`src/rtl/tinyalu_cmd_driver.sv`:
```
// rtl/tinyalu_cmd_driver.sv - ALU start/done initiator with command FIFO and response stream
// Commands are buffered, issued one at a time with a done timeout, and answered in order.
module tinyalu_cmd_driver #(
  parameter int DEPTH          = 4,
  parameter int TIMEOUT_CYCLES = 16
) (
  input  logic        clk,
  input  logic        rst_n,
  input  logic        cmd_valid,
  output logic        cmd_ready,
  input  logic [2:0]  cmd_op,
  input  logic [7:0]  cmd_a,
  input  logic [7:0]  cmd_b,
  output logic        alu_start,
  output logic [2:0]  alu_op,
  output logic [7:0]  alu_a,
  output logic [7:0]  alu_b,
  input  logic        alu_done,
  input  logic [15:0] alu_result,
  output logic        rsp_valid,
  input  logic        rsp_ready,
  output logic [15:0] rsp_result,
  output logic        rsp_timeout,
  output logic        busy
);

  localparam int AW = (DEPTH > 1) ? $clog2(DEPTH) : 1;
  localparam int CW = AW + 1;
  localparam int TW = $clog2(TIMEOUT_CYCLES + 1);

  typedef enum logic [1:0] {IDLE, ISSUE, RESP} state_t;

  state_t          state, state_d;
  logic [18:0]     mem [DEPTH];
  logic [AW-1:0]   wr_ptr, rd_ptr;
  logic [CW-1:0]   count, count_next;
  logic [TW-1:0]   cnt, cnt_d;
  logic            push, pop;
  logic            start_d, rv_d, rt_d;
  logic [2:0]      op_d;
  logic [7:0]      a_d, b_d;
  logic [15:0]     rr_d;

  assign push       = cmd_valid && cmd_ready;
  assign pop        = (state == IDLE) && (count != '0);
  assign count_next = count + CW'(push) - CW'(pop);
  assign busy       = (state != IDLE) || (count != '0);

  always_ff @(posedge clk) begin
    if (push) begin
      mem[wr_ptr] <= {cmd_op, cmd_a, cmd_b};
    end
  end

  // cmd_ready comes from next occupancy, so a pop only frees a slot one cycle later
  always_ff @(posedge clk or negedge rst_n) begin
    if (!rst_n) begin
      wr_ptr    <= '0;
      rd_ptr    <= '0;
      count     <= '0;
      cmd_ready <= 1'b1;
    end else begin
      if (push) wr_ptr <= wr_ptr + AW'(1);
      if (pop)  rd_ptr <= rd_ptr + AW'(1);
      count     <= count_next;
      cmd_ready <= (count_next != CW'(DEPTH));
    end
  end

  always_ff @(posedge clk or negedge rst_n) begin
    if (!rst_n) begin
      state       <= IDLE;
      cnt         <= '0;
      alu_start   <= 1'b0;
      alu_op      <= '0;
      alu_a       <= '0;
      alu_b       <= '0;
      rsp_valid   <= 1'b0;
      rsp_result  <= '0;
      rsp_timeout <= 1'b0;
    end else begin
      state       <= state_d;
      cnt         <= cnt_d;
      alu_start   <= start_d;
      alu_op      <= op_d;
      alu_a       <= a_d;
      alu_b       <= b_d;
      rsp_valid   <= rv_d;
      rsp_result  <= rr_d;
      rsp_timeout <= rt_d;
    end
  end

  always_comb begin
    state_d = state;
    cnt_d   = cnt;
    start_d = alu_start;
    op_d    = alu_op;
    a_d     = alu_a;
    b_d     = alu_b;
    rv_d    = rsp_valid;
    rr_d    = rsp_result;
    rt_d    = rsp_timeout;
    case (state)
      IDLE: begin
        if (pop) begin
          {op_d, a_d, b_d} = mem[rd_ptr];
          start_d = 1'b1;
          cnt_d   = '0;
          state_d = ISSUE;
        end
      end
      ISSUE: begin
        // no_op gets a single start cycle and never waits for done
        if (alu_op == 3'b000) begin
          start_d = 1'b0;
          rr_d    = '0;
          rt_d    = 1'b0;
          rv_d    = 1'b1;
          state_d = RESP;
        end else if (alu_done) begin
          start_d = 1'b0;
          rr_d    = alu_result;
          rt_d    = 1'b0;
          rv_d    = 1'b1;
          state_d = RESP;
        end else if (cnt == TW'(TIMEOUT_CYCLES - 1)) begin
          start_d = 1'b0;
          rr_d    = '0;
          rt_d    = 1'b1;
          rv_d    = 1'b1;
          state_d = RESP;
        end else begin
          cnt_d = cnt + TW'(1);
        end
      end
      RESP: begin
        start_d = 1'b0;
        if (rsp_ready) begin
          rv_d    = 1'b0;
          state_d = IDLE;
        end
      end
      default: state_d = IDLE;
    endcase
  end

endmodule

```
`config.mk`:
```
export PLATFORM = sky130hd
export DESIGN_NAME = tinyalu_cmd_driver
export DESIGN_NICKNAME = d
export VERILOG_FILES = /design/src/rtl/tinyalu_cmd_driver.sv
export SDC_FILE = /design/constraint.sdc
export NUM_CORES = 1
export LEC_CHECK = 0
export CAP_MARGIN = 20
export CORE_MARGIN = 1
export CORE_UTILIZATION = 50
export DETAILED_ROUTE_END_ITERATION = 7
export HOLD_SLACK_MARGIN = 0.1
export PLACE_DENSITY = 0.75
export SLEW_MARGIN = 20
export SYNTH_ARGS = -nofsm -noshare
export SYNTH_HDL_FRONTEND = slang
export SYNTH_SLANG_ARGS = --single-unit
```
`constraint.sdc`:
```
create_clock -name clk -period 3.05 [get_ports clk]
set_input_delay 0.7625 -clock clk [delete_from_list [all_inputs] [get_ports clk]]
set_output_delay 0.7625 -clock clk [all_outputs]
set_load 0.01 [all_outputs]
```
==> results.sh, run 1 <==
export IMPL_cts_tree="built"
export IMPL_fin_util_pct=67.6
export IMPL_end_kind="primary output"
export IMPL_seq_power_share_pct=38.6
export IMPL_setup_tns_ns=0
export IMPL_drt_iter0_markers=127
export IMPL_drv_cap=0
export IMPL_drtPass1Iterations=4
export IMPL_setup_slack_ns=0.149
export IMPL_finalHoldViolations=0
export IMPL_cts_htree_levels=4
export IMPL_crit_path_start_kind="register"
export IMPL_routed_via_density=5.46
export IMPL_grt_pass1_wl_mm=15.8
export IMPL_die_w_um=104
export IMPL_cp_arrival_ns=2.14
export IMPL_cts_hold_buf=0
export IMPL_required_ns=2.29
export IMPL_status="finished, final reports clean"
export IMPL_cts_root_buf="clkbuf_8"
export IMPL_vias=2889
export IMPL_ant_nets=0
export IMPL_final_fill_count=657
export IMPL_relSlewSlack_pct=36.4
export IMPL_syn_inst=287
export IMPL_min_period_over_period_pct=95.1
export IMPL_rsz0062_at_grt="no"
export IMPL_wire_per_inst_um=17.8
export IMPL_syn_cell_area_mm2=0.00521
export IMPL_cts_clk_slew_worst_paths_ns=0.06
export IMPL_antenna_found_initial=0
export IMPL_dieArea_mm2=0.0108
export IMPL_diodes=0
export IMPL_grt_max_degree=45
export IMPL_synth_cell_type_count=43
export IMPL_register_area_mm2=0.00361
export IMPL_total_power_mw=7.11
export IMPL_p_sw_mw=2.09
export IMPL_cts_setup_buffers=0
export IMPL_gp_congestion=0.784
export IMPL_die_height_um=104
export IMPL_area_growth_pct=29.1
export IMPL_pwr_share_comb_pct=34.6
export IMPL_synth_edf_count=76
export IMPL_power_internal_mw=5.03
export IMPL_grt_pass1_vias=2945
export IMPL_cp_slowest_cell="or4b_4"
export IMPL_ys_warn_count=0
export IMPL_power_density_mw_per_mm2=1060
export IMPL_pwr_share_clk_pct=26.8
export IMPL_fin_crit_ns=2.90
export IMPL_clock_sinks=129
export IMPL_irDropWorstVdd_mv=0.714
export IMPL_placed_area_mm2=0.00615
export IMPL_stdcell_area_mm2=0.00673
export IMPL_drive_gt1_share_pct=23.0
export IMPL_initial_core_util_pct=52.4
export IMPL_final_net_count=437
export IMPL_worst_slew_pin_transition_ns=0.953
export IMPL_switching_share_pct=29.3
export IMPL_top_layer_used="met4"
export IMPL_io_pins=80
export IMPL_seq_area_frac_synth_pct=69.3
export IMPL_crit_chain="inv_1, ha_2, or4b_4, dlygate4sd2_1"
export IMPL_grt_usage_pct=19.6
export IMPL_synthArstFlopShare_pct=41.1
export IMPL_placed_cells=497
export IMPL_setup_viol=0
export IMPL_pre_cts_ws_ns=0.343
export IMPL_cp_max_fo=7
export IMPL_p_leak_nw=2.59
export IMPL_skew_ns=0.00947
export IMPL_multiInputGateArea_mm2=0.00147
export IMPL_ys_seq_elements=129
export IMPL_ys_flop_type="edfxtp_1"
export IMPL_detail_route_wirelength_mm=9.40
export IMPL_wl_met3_um=588
export IMPL_final_cells=529
export IMPL_core_mm2=0.00995
export IMPL_route_detailed_drc=0
export IMPL_met1_length_mm=4.25
export IMPL_synthesis_nets=341
export IMPL_cpPeakStageDelay_ns=0.53
export IMPL_holdCritPathClass="primary input to async pin"
export IMPL_avgSynthCellArea_um2=18.2
export IMPL_drv_slew=0
export IMPL_fmax_ghz=0.345
export IMPL_clockBufferDepth=2
export IMPL_io_buffers=79
export IMPL_dpl_hpwl_mm=5.80
export IMPL_clkLatencyLatePin_ns=0.51
export IMPL_fin_hold_ws_ns=0.249
export IMPL_path_class="register to primary output"
export IMPL_routed_wl_met2_mm=4.42
export IMPL_numCtsBuffers=17
export IMPL_gr_total_overflow=0
export IMPL_core_rowCount=36
==> cell usage in the layout (no fill, tap or decap), types with 4 or more instances in the layout <==
| master | instances |
|---|---|
| clkdlybuf4s50_1 | 77 |
| edfxtp_1 | 76 |
| dfrtp_1 | 52 |
| mux4_2 | 19 |
| mux2_4 | 18 |
| a22o_1 | 16 |
| clkbuf_16 | 16 |
| nand2_1 | 13 |
| ha_1 | 12 |
| buf_4 | 12 |
| inv_1 | 11 |
| and3_1 | 6 |
| clkinv_4 | 4 |
==> power by group through the flow <==
stage                     clock network (mW)  registers (mW)  logic [mW]
after floorplan                            0            2.76        1.63
after global placement                     0            2.75        2.43
after detailed placement                   0            2.77        2.48
after CTS                               1.94            2.75        2.50
after global routing                    2.03            2.82        2.68
final                                   1.90            2.75        2.46
==> repair_timing <==
item,in CTS,in global routing
resized for setup,3,0
hold endpoints to repair,0,0
setup endpoints to repair,1,0
==> Yosys cell counts (2+ instances only) <==
cell type / instances / area [µm²]
inv_1: 11 / 41.3
and3_1: 6 / 37.5
ha_1: 13 / 163
nand3_1: 3 / 15.0
mux4_2: 19 / 428
nor3_1: 3 / 15.0
or3_1: 2 / 12.5
clkbuf_1: 5 / 18.8
mux2_2: 3 / 33.8
a22o_1: 16 / 140
edfxtp_1: 76 / 2280
xnor2_1: 3 / 26.3
o21ai_0: 3 / 15.0
buf_2: 5 / 25.0
buf_12: 2 / 40.0
xor2_1: 2 / 17.5
a41oi_1: 2 / 17.5
nand2_1: 13 / 48.8
mux2_4: 18 / 270
dfrtp_1: 52 / 1300
a21oi_1: 3 / 15.0
nor2_1: 3 / 11.3
a31oi_1: 2 / 12.5
nor3b_1: 2 / 15.0
o21a_1: 2 / 15.0
==> sequential cells by signal, indices dropped and copies added (netlist names), 2 cells and up <==
name and cells:
alu_op 3, cnt 5, alu_a 8, wr_ptr 2, rsp_result 16, rd_ptr 2
state 2, count 3, mem 76, alu_b 8
==> metal layers <==
layer  vias up  track usage, %
met5         -               0
met3        14            7.14
li1       1313               -
met2        95            29.6
met4         0            7.14
met1      1467            26.1
==> cells by family (layout without fill, tap and decap cells) <==
group	Yosys count	in the layout	share of synthesized area [%]
AO/OA/AOI/OAI	37	37	5.76
multiplexers	40	40	14.0
XOR/XNOR	5	5	0.840
flip-flops	129	129	69.3
AND/OR/NAND/NOR	38	38	3.96
adder cells (fa/ha/maj)	14	14	3.51
buffers and inverters	24	133	2.62
==> final timing paths <==
| kind | startpoint | to | slack (ns) | depth (start not counted) |
|---|---|---|---|---|
| worst max register to register | count[1] | cmd_ready | 0.75 | 8 |
| worst min register to register | rsp_result[11] | rsp_result[11] | 0.50 | 1 |
| worst max-delay path | state[0] | busy | 0.15 | 4 |
| min in group clk | rsp_result[11] | rsp_result[11] | 0.50 | 1 |
| worst min-delay path | rst_n | state[0] | 0.25 | 1 |
| max in group asynchronous | rst_n | alu_b[2] | 2.28 | 2 |
==> worst max-delay path, delay by kind of cell, from the launching register on <==
kind / cells / cell delay [ns]
fa+ha+maj: 1 / 0.25
simple gates: 1 / 0.53
flops: 1 / 0.41
buf+inv: 2 / 0.43
==> layout make-up <==
cell class / count / share of cell area [%]
sequential: 129 / 53.6
multi-input combinational: 134 / 21.9
tap: 133 / 2.47
clock buffer: 20 / 6.47
inverter: 11 / 0.613
clock inverter: 12 / 2.03
timing repair buffer: 90 / 12.9
Note: power is estimated with default switching activity, not from simulation.
==> inputs of run 2 (changes only) <==
--- a/config.mk
+++ b/config.mk
@@ -5,12 +5,14 @@
 export SDC_FILE = /design/constraint.sdc
 export NUM_CORES = 1
 export LEC_CHECK = 0
+export ABC_CLOCK_PERIOD_IN_PS = 3050
 export CAP_MARGIN = 20
 export CORE_MARGIN = 1
-export CORE_UTILIZATION = 50
+export CORE_UTILIZATION = 53
+export CTS_BUF_LIST = sky130_fd_sc_hd__clkbuf_16
 export DETAILED_ROUTE_END_ITERATION = 7
 export HOLD_SLACK_MARGIN = 0.1
-export PLACE_DENSITY = 0.75
+export PLACE_DENSITY = 0.79
 export SLEW_MARGIN = 20
 export SYNTH_ARGS = -nofsm -noshare
 export SYNTH_HDL_FRONTEND = slang
==> run 2 against run 1 <==
  * Core utilization grew 4.4 points
  * Via count shrank 1.2%
  * Worst hold slack gained 0.21 ns
  * Global-route usage grew 1.6 points
  * Fmax shrank 1.8%
  * Combinational power grew 2%
  * Final cell count shrank 1.1%
  * Critical endpoint unchanged
  * Largest power group unchanged
==> results.sh, run 2 (synthesized netlist as in run 1, its figures left out) <==
export IMPL_status="finished, final reports clean"
export IMPL_grt_pass1_vias=2969
export IMPL_area_growth_pct=29.5
export IMPL_cp_max_fo=7
export IMPL_cp_arrival_ns=2.19
export IMPL_rsz0062_at_grt="no"
export IMPL_antenna_found_initial=0
export IMPL_cts_hold_buf=0
export IMPL_gr_total_overflow=0
export IMPL_drv_cap=0
export IMPL_ant_nets=0
export IMPL_grt_max_degree=54
export IMPL_core_mm2=0.00937
export IMPL_setup_viol=0
export IMPL_cts_root_buf="clkbuf_16"
export IMPL_initial_core_util_pct=55.6
export IMPL_drtPass1Iterations=4
export IMPL_final_net_count=436
export IMPL_fmax_ghz=0.338
export IMPL_route_detailed_drc=0
export IMPL_clock_sinks=129
export IMPL_min_period_over_period_pct=96.9
export IMPL_layout_common_cells="78 x clkdlybuf4s50_1, 76 x edfxtp_1, 52 x dfrtp_1"
export IMPL_stdcell_area_mm2=0.00675
export IMPL_fin_crit_ns=2.96
export IMPL_core_rowCount=35
export IMPL_required_ns=2.29
export IMPL_io_buffers=79
export IMPL_p_leak_nw=2.60
export IMPL_numCtsBuffers=17
export IMPL_clockBufferDepth=2
export IMPL_grt_usage_pct=21.2
export IMPL_total_power_mw=7.28
export IMPL_drt_iter0_markers=116
export IMPL_routed_via_density=5.46
export IMPL_cts_htree_levels=4
export IMPL_grt_pass1_wl_mm=15.6
export IMPL_skew_ns=0.0116
export IMPL_top_register="mem"
export IMPL_power_density_mw_per_mm2=1080
export IMPL_clkLatencyLatePin_ns=0.41
export IMPL_irDropWorstVdd_mv=0.531
export IMPL_diodes=0
export IMPL_cts_clk_slew_worst_paths_ns=0.07
export IMPL_final_common_cell="clkdlybuf4s50_1"
export IMPL_worst_slew_pin_transition_ns=0.964
export IMPL_end_kind="primary output"
export IMPL_wire_per_inst_um=18.5
export IMPL_largest_registers="mem (76), rsp_result (16)"
export IMPL_cts_tree="built"
export IMPL_die_height_um=101
export IMPL_drive_gt1_share_pct=23.1
export IMPL_fin_util_pct=72.0
export IMPL_placed_area_mm2=0.00614
export IMPL_cp_slowest_cell="or4b_4"
export IMPL_dieArea_mm2=0.0102
export IMPL_detail_route_wirelength_mm=9.66
export IMPL_setup_tns_ns=0
export IMPL_gp_congestion=0.758
export IMPL_vias=2854
export IMPL_dpl_hpwl_mm=5.63
export IMPL_drv_slew=0
export IMPL_die_w_um=101
export IMPL_path_class="register to primary output"
export IMPL_holdCritPathClass="primary input to async pin"
export IMPL_io_pins=80
export IMPL_crit_path_start_kind="register"
export IMPL_largest_reg_flops=76
export IMPL_cpPeakStageDelay_ns=0.52
export IMPL_finalHoldViolations=0
export IMPL_crit_chain="inv_1, ha_4, or4b_4, clkdlybuf4s50_1"
export IMPL_relSlewSlack_pct=35.7
run 2: report_power, final:
part,leakage [nW],internal (mW),switching [mW]
logic,0.976,1.46,1.04
clock network,0.286,1.23,0.805
registers,1.34,2.40,0.352
total,2.60,5.08,2.20
run 2: what timing repair did:
action | 4_1_cts | 5_1_grt
setup buffers | 0 | 0
gates cloned | 0 | 0
endpoints found under the setup margin | 1 | 1
pin swaps | 0 | 0
resized for setup | 2 | 1
run 2: through the flow:
| stage | hold WS, ns | instances | setup slack (ns) |
|---|---|---|---|
| 4_1_cts | 0.497 | 523 | 0.0462 |
| 3_3_place_gp | 0.476 | 492 | 0.423 |
| 5_1_grt | 0.511 | 523 | 0.0105 |
| 2_1_floorplan | 0.467 | 287 | 0.674 |
| 3_5_place_dp | 0.483 | 492 | 0.374 |
| 6_report | 0.461 | 523 | 0.0941 |
run 2: layout make-up:
type	instances	area (µm²)
sequential	129	3610
inverter	11	41.3
multi-input combinational	134	1480
tap	129	161
fill	612	2620
clock buffer	17	425
timing repair buffer	89	861
clock inverter	14	168
run 2: critical path, delay by kind of cell (launching register included):
family | cells | cell delay [ns]
adders and majority gates | 1 | 0.19
buffers and inverters | 2 | 0.65
DFF | 1 | 0.41
and+or+nand+nor | 1 | 0.52
run 2: worst paths after layout:
kind                             startpoint          end  slack, ns  cells after the start
worst max register to register     count[1]    cmd_ready       0.81                      8
worst max-delay path               state[0]         busy       0.09                      4
max in group asynchronous             rst_n     state[1]       2.09                      2
worst min register to register  rsp_timeout  rsp_timeout       0.49                      2
worst min-delay path                  rst_n    alu_start       0.46                      2
min in group clk                rsp_timeout  rsp_timeout       0.49                      2
run 2: routing by layer:
metal | routed length, µm | global-route usage, % | up-vias
met1 | 4170 | 27.1 | 1454
li1 | - | - | 1304
met5 | 0 | 0 | -
met2 | 4910 | 35.1 | 88
met4 | 96 | 8.47 | 0
met3 | 483 | 5.31 | 8
==> inputs of run 3 (changes only) <==
--- a/config.mk
+++ b/config.mk
@@ -7,7 +7,7 @@
 export LEC_CHECK = 0
 export ABC_CLOCK_PERIOD_IN_PS = 3050
 export CAP_MARGIN = 20
-export CORE_MARGIN = 1
+export CORE_MARGIN = 3
 export CORE_UTILIZATION = 53
 export CTS_BUF_LIST = sky130_fd_sc_hd__clkbuf_16
 export DETAILED_ROUTE_END_ITERATION = 7
==> run 3 against run 2 <==
  * Non-clock buffer count rose by 1
  * Core utilization shrank 0.89 points
  * Fmax grew 0.68%
  * Clock power shrank 11%
  * Sequential power about the same
  * Critical endpoint unchanged
==> results.sh, run 3 (synthesized netlist as in run 1, its figures left out) <==
export IMPL_skew_ns=0.00809
export IMPL_die_height_um=105
export IMPL_cp_max_fo=7
export IMPL_fmax_ghz=0.341
export IMPL_met1_length_mm=4.44
export IMPL_irDropWorstVdd_mv=0.764
export IMPL_route_detailed_drc=0
export IMPL_setup_tns_ns=0
export IMPL_drive_gt1_share_pct=22.0
export IMPL_detail_route_wirelength_mm=10.2
export IMPL_routed_via_density=5.54
export IMPL_status="finished, final reports clean"
export IMPL_cpLargestDelayFamily="buffers and inverters"
export IMPL_routed_wl_met2_mm=5.15
export IMPL_cts_resized=1
export IMPL_cts_htree_levels=4
export IMPL_largest_registers="mem (76), rsp_result (16)"
export IMPL_final_net_count=437
export IMPL_p_leak_nw=2.59
export IMPL_grt_usage_pct=20.3
export IMPL_gr_total_overflow=0
export IMPL_relSlewSlack_pct=38.5
export IMPL_wire_per_inst_um=19.5
export IMPL_drtPass1Iterations=4
export IMPL_drt_iter0_markers=214
export IMPL_end_kind="primary output"
export IMPL_setup_viol=0
export IMPL_io_pins=80
export IMPL_path_class="register to primary output"
export IMPL_cts_tree="built"
export IMPL_clkLatencyLatePin_ns=0.41
export IMPL_final_common_cell="clkdlybuf4s50_1"
export IMPL_cts_hold_buf=0
export IMPL_crit_path_start_kind="register"
export IMPL_top_register="mem"
export IMPL_clockBufferDepth=2
export IMPL_crit_chain="inv_1, ha_4, or4b_4, clkdlybuf4s50_1"
export IMPL_holdCritPathClass="primary input to async pin"
export IMPL_worst_slew_pin_transition_ns=0.922
export IMPL_reg2reg_slack_ns=0.71
export IMPL_io_buffers=79
export IMPL_clock_sinks=129
export IMPL_core_rowCount=35
export IMPL_drv_slew=0
export IMPL_power_density_mw_per_mm2=1060
export IMPL_dpl_hpwl_mm=6.14
export IMPL_core_mm2=0.00942
export IMPL_top_layer_used="met4"
export IMPL_vias=2908
export IMPL_numCtsBuffers=17
export IMPL_setup_slack_ns=0.114
export IMPL_pre_cts_ws_ns=0.355
export IMPL_antenna_found_initial=0
export IMPL_cpPeakStageDelay_ns=0.52
export IMPL_final_fill_count=615
export IMPL_drv_cap=0
export IMPL_min_period_over_period_pct=96.3
export IMPL_grt_max_degree=29
export IMPL_dieArea_mm2=0.0111
export IMPL_cts_setup_buffers=0
export IMPL_crit_buf_inv=2
export IMPL_grt_pass1_vias=3106
export IMPL_finalHoldViolations=0
export IMPL_initial_core_util_pct=55.3
export IMPL_cts_clk_slew_worst_paths_ns=0.05
export IMPL_ant_nets=0
export IMPL_cp_slowest_cell="or4b_4"
export IMPL_rsz0062_at_grt="no"
export IMPL_grt_pass1_wl_mm=16.9
export IMPL_fin_crit_ns=2.94
export IMPL_largest_reg_flops=76
export IMPL_gp_congestion=0.794
export IMPL_diodes=0
export IMPL_path_depth=4
export IMPL_die_w_um=105
export IMPL_reg2reg_depth=8
export IMPL_required_ns=2.29
export IMPL_layout_common_cells="78 x clkdlybuf4s50_1, 76 x edfxtp_1, 52 x dfrtp_1"
export IMPL_wl_met3_um=566
export IMPL_cts_root_buf="clkbuf_16"
export IMPL_cp_arrival_ns=2.17
export IMPL_area_growth_pct=28.5
[run 3: routing by layer]
metal	vias to the layer above	track usage (%)
met3	9	7.23
met4	0	4.59
met5	-	0
met2	114	33.1
met1	1475	26.4
li1	1310	-
[run 3: cell type report]
class                           count  area, µm²  share of cell area [%]
Clock buffer                       17        425                    6.35
Clock inverter                     15        108                    1.61
Inverter                           11       41.3                   0.617
Multi-Input combinational cell    134       1480                    22.1
Sequential cell                   129       3610                    53.9
Tap cell                          129        161                    2.41
Timing Repair Buffer               90        868                    13.0
[run 3: where the power goes]
| part | internal, mW | total [mW] | switching, mW | leakage (nW) |
|---|---|---|---|---|
| logic | 1.46 | 2.56 | 1.10 | 0.981 |
| clock network | 1.10 | 1.81 | 0.709 | 0.269 |
| registers | 2.40 | 2.74 | 0.338 | 1.34 |
[run 3: path summary, 6_finish.rpt]
kind,to,start
max,busy,state[0]
min,alu_start,rst_n
max reg2reg,cmd_ready,count[1]
min reg2reg,rsp_result[1],rsp_result[1]
max in group asynchronous,cmd_ready,rst_n
min in group clk,rsp_result[1],rsp_result[1]
[run 3: metrics by stage]
step                      util [%]  cells  hold WS (ns)  instance area (µm²)  total power [mW]
final                         71.1    525         0.394                 6700              7.10
after floorplan                  -    287         0.467                 5210              4.38
after detailed placement      65.3    493         0.490                 6150              5.27
after global placement        65.3    493         0.476                 6150              5.18
after CTS                     71.0    525         0.410                 6680              7.15
after global routing          71.1    525         0.437                 6700              7.50
